==> src/rtl/bcd_to_bin.sv <==
// Sequential BCD-to-binary converter using reverse shift-and-add-3
// (shift right, then subtract 3 from every BCD digit that is 8 or more).
module bcd_to_bin #(
  parameter int NDIG      = 4,
  parameter int NBITS     = 14,
  parameter int DONE_HOLD = 32
) (
  input  logic              CLK,
  input  logic              RST_N,
  input  logic              INIT,
  input  logic [4*NDIG-1:0] BCD_IN,
  output logic [NBITS-1:0]  BIN_OUT,
  output logic              BUSY,
  output logic              DONE,
  output logic              ERR
);

  localparam int WRW = 4*NDIG + NBITS;
  localparam int CW  = $clog2(NBITS + 1);
  localparam int HW  = $clog2(DONE_HOLD + 1);

  typedef enum logic [1:0] {
    S_IDLE,
    S_SHIFT,
    S_ADJ,
    S_END
  } state_t;

  state_t         state;
  state_t         state_nxt;
  logic [WRW-1:0] wr;
  logic [WRW-1:0] wr_adj;
  logic [CW-1:0]  cnt;
  logic [HW-1:0]  hc;
  logic           bad_digit;
  logic [3:0]     digit;

  always_comb begin
    bad_digit = 1'b0;
    for (int i = 0; i < NDIG; i++) begin
      if (BCD_IN[4*i +: 4] > 4'd9) bad_digit = 1'b1;
    end
  end

  // Digits adjust independently in 4-bit arithmetic; no borrow crosses a digit.
  always_comb begin
    wr_adj = wr;
    digit  = '0;
    for (int i = 0; i < NDIG; i++) begin
      digit = wr[NBITS + 4*i +: 4];
      if (digit >= 4'd8) wr_adj[NBITS + 4*i +: 4] = digit - 4'd3;
    end
  end

  always_ff @(posedge CLK or negedge RST_N) begin
    if (!RST_N) state <= S_IDLE;
    else        state <= state_nxt;
  end

  always_comb begin
    state_nxt = state;
    case (state)
      S_IDLE:  if (INIT) state_nxt = bad_digit ? S_END : S_SHIFT;
      S_SHIFT: state_nxt = S_ADJ;
      S_ADJ:   state_nxt = (cnt == '0) ? S_END : S_SHIFT;
      S_END:   if (hc == HW'(DONE_HOLD - 1)) state_nxt = S_IDLE;
      default: state_nxt = S_IDLE;
    endcase
  end

  always_ff @(posedge CLK or negedge RST_N) begin
    if (!RST_N) begin
      wr      <= '0;
      cnt     <= '0;
      hc      <= '0;
      BIN_OUT <= '0;
      ERR     <= 1'b0;
    end else begin
      case (state)
        S_IDLE: begin
          if (INIT) begin
            if (bad_digit) begin
              ERR     <= 1'b1;
              BIN_OUT <= '0;
              hc      <= '0;
            end else begin
              wr  <= {BCD_IN, {NBITS{1'b0}}};
              cnt <= CW'(NBITS);
              ERR <= 1'b0;
            end
          end
        end
        S_SHIFT: begin
          wr  <= wr >> 1;
          cnt <= cnt - CW'(1);
        end
        S_ADJ: begin
          wr <= wr_adj;
          if (cnt == '0) begin
            BIN_OUT <= wr_adj[NBITS-1:0];
            hc      <= '0;
          end
        end
        S_END: hc <= hc + HW'(1);
        default: ;
      endcase
    end
  end

  assign DONE = (state == S_END);
  assign BUSY = (state != S_IDLE);

endmodule

==> config.mk <==
export PLATFORM = sky130hd
export DESIGN_NAME = bcd_to_bin
export DESIGN_NICKNAME = d
export VERILOG_FILES = /design/src/rtl/bcd_to_bin.sv
export SDC_FILE = /design/constraint.sdc
export NUM_CORES = 1
export LEC_CHECK = 0
export BUFFER_PORTS_ARGS = -buffer_cell sky130_fd_sc_hd__clkbuf_2
export CORE_MARGIN = 3
export CORE_UTILIZATION = 35
export DETAILED_ROUTE_END_ITERATION = 10
export PLACE_DENSITY_LB_ADDON = 0.3
export SETUP_SLACK_MARGIN = 0.3
export SYNTH_ARGS = -nofsm -noshare
export SYNTH_HDL_FRONTEND = slang
export SYNTH_SLANG_ARGS = --single-unit
==> constraint.sdc <==
create_clock -name CLK -period 2.4 [get_ports CLK]
set_clock_uncertainty 0.1 [all_clocks]
set_input_delay 0.6 -clock CLK [delete_from_list [all_inputs] [get_ports CLK]]
set_output_delay 0.6 -clock CLK [all_outputs]
set_load 0.01 [all_outputs]
==> results of run 1 <==
==> metrics by stage <==
stage               instances  setup slack (ns)  hold WS, ns
finish                    487             0.297        0.151
global route              487             0.245        0.163
CTS                       478             0.289        0.157
detailed placement        461             0.189        0.391
global placement          461             0.225        0.380
floorplan                 326             0.458        0.204
==> area by class of cell <==
type                       instances  area share
clock buffer                       9      0.0322
clock inverter                     7      0.0325
inverter                          22      0.0224
multi-input combinational        228       0.414
sequential                        57       0.371
tap                              108      0.0351
timing repair buffer              56      0.0930
==> power breakdown <==
group	total (mW)	internal [mW]	switching [mW]
clock	1.13	0.702	0.430
sequential	1.04	1.00	0.0398
combinational	0.153	0.0635	0.0892
total	2.32	1.77	0.559
==> timing repair <==
item | CTS | global route
setup endpoints to repair | 17 | 39
gates resized for setup | 2 | 5
hold buffers | 0 | 0
hold endpoints to repair | 0 | 0
pin swaps | 0 | 0
buffers inserted | 1 | 9
==> worst max-delay path by stage <==
stage	start	end	slack, ns
detailed placement	BCD_IN[2]	wr[26]$_DFFE_PN0P_	0.19
global placement	BCD_IN[5]	wr[26]$_DFFE_PN0P_	0.22
finish	state[0]$_DFFE_PN0P_	DONE	0.30
floorplan	state[0]$_DFFE_PN0P_	wr[26]$_DFFE_PN0P_	0.46
global route	state[0]$_DFFE_PN0P_	DONE	0.24
CTS	state[0]$_DFFE_PN0P_	BUSY	0.29
==> cells in the mapped netlist (4+ instances only) <==
cell type,count
nor2_1,11
or2_2,4
inv_1,22
o211ai_1,6
o21ai_2,4
ha_1,14
a21oi_1,15
a22o_1,14
nand2b_1,4
nand3_1,7
o21ai_0,15
o221ai_1,4
o22ai_1,15
a22oi_1,8
o31ai_1,9
buf_2,5
a2bb2oi_1,5
nand2_1,47
mux2i_1,9
dfrtp_1,57
clkbuf_1,10
==> critical path, cell delays in order, from the launching register on <==
cell and delay [ns]:
dfrtp_1 0.42, buf_4 0.15, ha_1 0.20, buf_4 0.17, clkbuf_2 0.13
==> metal layers <==
| layer | vias to the layer above | GRT usage |
|---|---|---|
| li1 | 1295 | - |
| met1 | 1297 | 0.221 |
| met2 | 63 | 0.228 |
| met3 | 8 | 0.0296 |
| met4 | 0 | 0.0583 |
| met5 | - | 0 |
==> registers in the layout (all words and copies together), names as in the netlist <==
| register | cells |
|---|---|
| hc | 6 |
| cnt | 4 |
| state | 2 |
| ERR | 1 |
| BIN_OUT | 14 |
| wr | 30 |
==> kinds of logic (layout without fill, tap and decap cells) <==
family                   after synthesis  after routing  share of synthesized area
AO/OA/AOI/OAI                        115            115                      0.271
AND/OR/NAND/NOR                       85             85                      0.123
flip-flops                            57             57                      0.448
buffers and inverters                 41             94                     0.0551
adder cells (fa/ha/maj)               14             14                     0.0551
multiplexers                          14             14                     0.0472
==> flow_summary.toml, run 1 <==
[run_status]
status = "finished clean"

[drt]
wl_met2_um = 3450
drt_iter0_drc = 147
vias_per_cell = 5.47
maxUsedRoutingLayer = "met4"
vias = 2663
wl_per_cell_um = 15.2
wl_met1_um = 3540
drc = 0
drt-total-wl_um = 7410
antenna_left = 0
wl_met3_um = 338
dr.pass1.iters = 4

[placement]
dp_hpwl_um = 5100
place_congestion = 0.823
port_buffers = 35
placed_cell_area_sq_um = 3490

[pwr]
power_density_nw_per_um2 = 604
power_mw = 2.32
p_leak_nw = 1.73
vdd.ir_drop.worst_v = 0.000224

[synth]
yosysUniqueCellTypes = 54
yosys-top-cells-area = "dfrtp_1, nand2_1, ha_1"
synth-warning-count = 0
synth.top_cell.area_share = 0.448
synth_top_cell_by_area = "dfrtp_1"
synth_seq_area_share = 0.448
synth-seq-cells = 57
ys.flop_type = "dfrtp_1"
synth_edf_count = 0
syn-num-nets = 359
synthCells = 326
syn_avg_cell_area_sq_um = 9.76
async_flop_share = 1.00
syn_area_sq_um = 3180

[critical_path]
crit_type = "flop to output port"
arrival_ns = 1.40
r2r-start = "state[0]$_DFFE_PN0P_"
worstPathMaxFanout = 8
crit_path_start_kind = "flop"
crit_path_end_kind = "output port"
r2r-end = "wr[14]$_DFFE_PN0P_"
reg2reg_setup_slack_ns = 0.34
reg2reg_depth = 6
crit_required_ns = 1.70

[die]
die_y_um = 101
initial_utilization = 0.363
die_area_sq_um = 10300
std_cell_rows = 34
core_area_sq_um = 8760
fp.dieW_um = 101
ioPinCount = 36

[worst_hold_path]
hp-class = "input pin to asynchronous set/reset pin"

[timing]
final-setup-viol-count = 0
fin_crit_sh = 0.876
slew_headroom = 0.632
fin_crit_ns = 2.10
hold_viol = 0
max_freq_ghz = 0.476
rsz0062_at_grt = "yes"
worst_slew_pin_slew_ns = 0.549
slew_viol_final = 0
setup_tns_ns = 0

[cts]
cts_tree = "yes"
cts.sinks = 57
root_buffer = "clkbuf_8"
numCtsBuffers = 9
clkLatencyLatePin_ns = 0.33
clk_pin_slew_ns = 0.08
htreeDepth = 3
clockBufferDepth = 2

[grt]
grt_pass1_wl_um = 12500
grt_pass1_vias = 2555
grt_use_total = 0.153
grt_max_degree = 58
antenna_found_initial = 0
gr-total-overflow = 0

[flow_run]
max_cap_violations = 0

[layout]
layout-drive-gt1-share = 0.261
fin_nets = 407
fin_area_sq_um = 3850
mostFrequentLayoutCell = "dfrtp_1"
fin_util = 0.439
antenna_cells = 0
final-seq-area_sq_um = 1430
layout_common_cells = "dfrtp_1, nand2_1, clkbuf_2, inv_1, buf_4"
multi_input_area_sq_um = 1590
area_growth_pct = 21.0
num-fill-cells = 840
Power figures use the tool's default switching activity.
==> run 2: changes to the inputs <==
CTS_BUF_LIST = sky130_fd_sc_hd__clkbuf_16   (was not set)
==> flow_summary.toml, run 2 (synthesis results as in run 1) <==
[run_status]
status = "finished clean"

[timing]
worst_slack_ns = 0.307
max_freq_ghz = 0.478
worst_slew_pin_slew_ns = 0.555
slew_viol_final = 0
fin_crit_sh = 0.872
slew_headroom = 0.627
rsz0062_at_grt = "yes"
final-setup-viol-count = 0
fin_crit_ns = 2.09
hold_viol = 0
setup_tns_ns = 0

[grt]
grt_pass1_vias = 2585
gr-total-overflow = 0
grt_pass1_wl_um = 12500
grt_max_degree = 58
grt_use_total = 0.154
antenna_found_initial = 0

[worst_hold_path]
hp-class = "input pin to asynchronous set/reset pin"

[cts]
root_buffer = "clkbuf_16"
cts_tree = "yes"
cts-hold-fix-buffers = 0
numCtsBuffers = 9
clockBufferDepth = 2
clk_pin_slew_ns = 0.06
clkLatencyLatePin_ns = 0.33
cts.sinks = 57
htreeDepth = 3

[layout]
fin_nets = 407
layout_common_cells = "dfrtp_1, nand2_1, clkbuf_2, inv_1, buf_4"
top_regs = "wr (30), BIN_OUT (14), hc (6)"
num-fill-cells = 828
layout-drive-gt1-share = 0.264
antenna_cells = 0
largest_reg_flops = 30
area_growth_pct = 24.3
top_register = "wr"
final-seq-area_sq_um = 1430
multi_input_area_sq_um = 1600
mostFrequentLayoutCell = "dfrtp_1"

[critical_path]
crit_required_ns = 1.70
crit_path_end_kind = "output port"
reg2reg_depth = 6
slowest_stage = "dfrtp_1"
crit_path_start_kind = "flop"
reg2reg_setup_slack_ns = 0.35
cp_common_cell = "buf_4"
crit_type = "flop to output port"
cp_cell_sequence = "buf_4, ha_1, buf_4, clkbuf_2"
slowest_delay_ns = 0.41
r2r-end = "wr[14]$_DFFE_PN0P_"
worstPathMaxFanout = 8
r2r-start = "state[0]$_DFFE_PN0P_"
arrival_ns = 1.39

[placement]
place_ws_ns = 0.189
dp_hpwl_um = 5100
place_congestion = 0.823
port_buffers = 35

[die]
die_y_um = 101
die_area_sq_um = 10300
initial_utilization = 0.363
std_cell_rows = 34
core_area_sq_um = 8760
ioPinCount = 36
fp.dieW_um = 101

[drt]
vias = 2662
drt-total-wl_um = 7490
wl_per_cell_um = 15.4
antenna_left = 0
dr.pass1.iters = 5
vias_per_cell = 5.47
drt_iter0_drc = 182
drc = 0

[pwr]
power_density_nw_per_um2 = 682
p_clk_frac = 0.557
p_leak_nw = 1.77
p_seq_frac = 0.386
power_switching_share = 0.226
p_int_mw = 2.09
pwr-share-comb = 0.057
switchingPower_mw = 0.609
vdd.ir_drop.worst_v = 0.000296

[flow_run]
max_cap_violations = 0
run 2: repair_timing:
action,4_1_cts,5_1_grt
gates resized for setup,2,6
pin swaps,0,0
endpoints found under the hold margin,0,0
setup endpoints to repair,17,41
setup buffers,1,9
run 2: power groups by stage:
stage | clock [mW] | combinational, mW | sequential (mW)
detailed placement | 0 | 0.156 | 1.06
floorplan | 0 | 0.0788 | 1.05
finish | 1.50 | 0.154 | 1.04
global route | 1.58 | 0.177 | 1.05
CTS | 1.52 | 0.156 | 1.04
global placement | 0 | 0.151 | 1.06
run 2: worst max path at each step:
stage / startpoint / end / slack [ns] / depth (start not counted)
after global placement: BCD_IN[5] / wr[26]$_DFFE_PN0P_ / 0.22 / 5
after global routing: state[0]$_DFFE_PN0P_ / DONE / 0.27 / 4
after floorplan: state[0]$_DFFE_PN0P_ / wr[26]$_DFFE_PN0P_ / 0.46 / 7
final: state[0]$_DFFE_PN0P_ / DONE / 0.31 / 4
after detailed placement: BCD_IN[2] / wr[26]$_DFFE_PN0P_ / 0.19 / 5
after CTS: cnt[0]$_DFFE_PN0P_ / hc[1]$_DFFE_PN0P_ / 0.31 / 6
run 2: final cells by class:
class / count / area share
clock buffer: 9 / 0.0569
clock inverter: 7 / 0.0316
inverter: 22 / 0.0218
multi-input combinational: 228 / 0.404
sequential: 57 / 0.361
tap: 108 / 0.0342
timing repair buffer: 56 / 0.0904
run 2: layer usage:
layer	global-route usage	routed length (um)	vias up
li1	-	-	1299
met1	0.218	3600	1299
met2	0.232	3460	53
met3	0.0358	329	11
met4	0.0521	104	0
met5	0	0	-
run 2: per-stage QoR:
stage | hold slack [ns] | instance area (sq um) | utilization | power (mW) | std cells
6_report | 0.166 | 3960 | 0.451 | 2.70 | 487
5_1_grt | 0.190 | 3960 | 0.451 | 2.80 | 487
4_1_cts | 0.182 | 3870 | 0.441 | 2.72 | 478
3_5_place_dp | 0.391 | 3490 | 0.399 | 1.21 | 461
3_3_place_gp | 0.380 | 3490 | 0.399 | 1.21 | 461
2_1_floorplan | 0.204 | 3180 | - | 1.13 | 326
run 2: critical path: cells and delay by family, from the launching register on:
kind                     cells  cell delay (ns)
flip-flops                   1             0.41
buffers and inverters        3             0.45
adder cells (fa/ha/maj)      1             0.20
==> run 3: changes to the inputs <==
clock period = 1.75 ns   (was 2.4 ns; I/O delays follow)
==> flow_summary.toml, run 3 (synthesis results as in run 1) <==
[worst_hold_path]
hold_end = "wr[25]$_DFFE_PN0P_"
hold_depth = 3
min-delay-start = "BCD_IN[11]"
hp-class = "input pin to flop"

[die]
std_cell_rows = 34
initial_utilization = 0.363
die_y_um = 101
fp.dieW_um = 101
die_area_sq_um = 10300
core_area_sq_um = 8760
ioPinCount = 36

[layout]
layout-drive-gt1-share = 0.493
fin_nets = 474
antenna_cells = 0
area_growth_pct = 59.0
top_register = "wr"
top_regs = "wr (30), BIN_OUT (14), hc (6)"
final_cell_count_no_fill = 554
largest_reg_flops = 30
layout_common_cells = "dfrtp_1, buf_4, nand2_1, clkbuf_2, buf_6"
mostFrequentLayoutCell = "dfrtp_1"

[drt]
drt_iter0_drc = 163
vias = 2966
wl_per_cell_um = 16.7
vias_per_cell = 5.35
antenna_left = 0
drt-total-wl_um = 9250
drc = 0
dr.pass1.iters = 4

[grt]
grt_pass1_wl_um = 14100
grt_max_degree = 34
grt_use_total = 0.173
gr-total-overflow = 0
antenna_found_initial = 0
grt_pass1_vias = 2914

[critical_path]
reg2reg_depth = 6
crit_required_ns = 1.86
crit_type = "flop to flop"
crit_path_start_kind = "flop"
worstPathMaxFanout = 4
r2r-start = "cnt[0]$_DFFE_PN0P_"
reg2reg_setup_slack_ns = -0.18
r2r-end = "hc[4]$_DFFE_PN0P_"
crit_path_end_kind = "flop"
arrival_ns = 2.04

[pwr]
power_density_nw_per_um2 = 655
p_clk_frac = 0.479
vdd.ir_drop.worst_v = 0.000485
switchingPower_mw = 0.849
p_int_mw = 2.46
power_switching_share = 0.256
pwr-share-comb = 0.087
p_seq_frac = 0.434
p_leak_nw = 2.25

[placement]
place_ws_ns = -0.250
placedCellCount = 509
port_buffers = 35
place_congestion = 0.799
dp_hpwl_um = 5770

[timing]
worst_slack_ns = -0.177
fin_crit_ns = 1.93
rsz0062_at_grt = "yes"
final-setup-viol-count = 50
slew_viol_final = 0
whs_ns = 0.367
max_freq_ghz = 0.519
hold_viol = 0
worst_slew_pin_slew_ns = 0.412
slew_headroom = 0.724
fin_crit_sh = 1.10
setup_tns_ns = -4.54

[cts]
clk_pin_slew_ns = 0.05
numCtsBuffers = 9
clockBufferDepth = 2
cts_tree = "yes"
clkLatencyLatePin_ns = 0.33
htreeDepth = 3
cts.sinks = 57
root_buffer = "clkbuf_16"

[flow_run]
max_cap_violations = 0

[run_status]
violations = "setup timing"
status = "finished, violations left"
[run 3: cell types whose count changed in the layout (fill, tap and decap cells not counted), moves of 5 or more]
cell	before	now
o22ai_1	15	2
o21ai_4	0	5
o31ai_1	9	3
nand2_1	47	39
buf_4	19	50
nand2_4	0	7
o22ai_2	0	13
o21ai_0	15	4
buf_6	0	29
[run 3: cell type report]
cell class,count,area [sq um]
Timing Repair Buffer,122,1060
Timing Repair inverter,1,7.51
Fill cell,704,3700
Tap cell,108,135
Clock buffer,9,225
Multi-Input combinational cell,228,2070
Sequential cell,57,1430
Inverter,22,88.8
Clock inverter,7,46.3
[run 3: worst max-delay path by stage]
stage                             startpoint                      to  slack, ns  depth (start not counted)
after floorplan           cnt[0]$_DFFE_PN0P_       hc[4]$_DFFE_PN0P_      -0.09                          6
after global placement             BCD_IN[5]  BIN_OUT[1]$_DFFE_PN0P_      -0.19                          6
after detailed placement           BCD_IN[5]  BIN_OUT[8]$_DFFE_PN0P_      -0.25                          6
after CTS                 cnt[1]$_DFFE_PN0P_       hc[4]$_DFFE_PN0P_      -0.13                          6
after global routing      cnt[1]$_DFFE_PN0P_       hc[4]$_DFFE_PN0P_      -0.22                          6
final                     cnt[0]$_DFFE_PN0P_       hc[4]$_DFFE_PN0P_      -0.18                          6
[run 3: what timing repair did]
action	in CTS	in global routing
hold buffers	1	0
setup buffers	13	11
pin swaps	11	25
resized for setup	42	78
endpoints found under the setup margin	59	59
endpoints found under the hold margin	13	0
gates cloned	2	2
[run 3: layer usage]
layer | track usage | routed length, um | vias up
li1 | - | - | 1440
met1 | 0.211 | 3970 | 1456
met2 | 0.300 | 4860 | 60
met3 | 0.0427 | 316 | 10
met4 | 0.0562 | 116 | 0
met5 | 0 | 0 | -
[run 3: power by group through the flow]
| stage | clock network (mW) | logic (mW) | registers [mW] |
|---|---|---|---|
| global route | 1.70 | 0.318 | 1.44 |
| global placement | 0 | 0.242 | 1.45 |
| floorplan | 0 | 0.116 | 1.44 |
| detailed placement | 0 | 0.249 | 1.45 |
| finish | 1.59 | 0.288 | 1.44 |
| CTS | 1.64 | 0.272 | 1.43 |
[run 3: critical path: stages, from the launching register on]
cell and delay, ns:
dfrtp_1 0.37, inv_1 0.06, ha_2 0.17, or3b_4 0.41, a21o_1 0.22, a221o_1 0.28
a32o_1 0.21
[run 3: metrics by stage]
stage | area [sq um] | utilization | power [mW]
floorplan | 3390 | - | 1.56
global placement | 4000 | 0.456 | 1.69
detailed placement | 4000 | 0.456 | 1.70
CTS | 4590 | 0.524 | 3.34
global route | 5060 | 0.577 | 3.46
finish | 5060 | 0.577 | 3.31
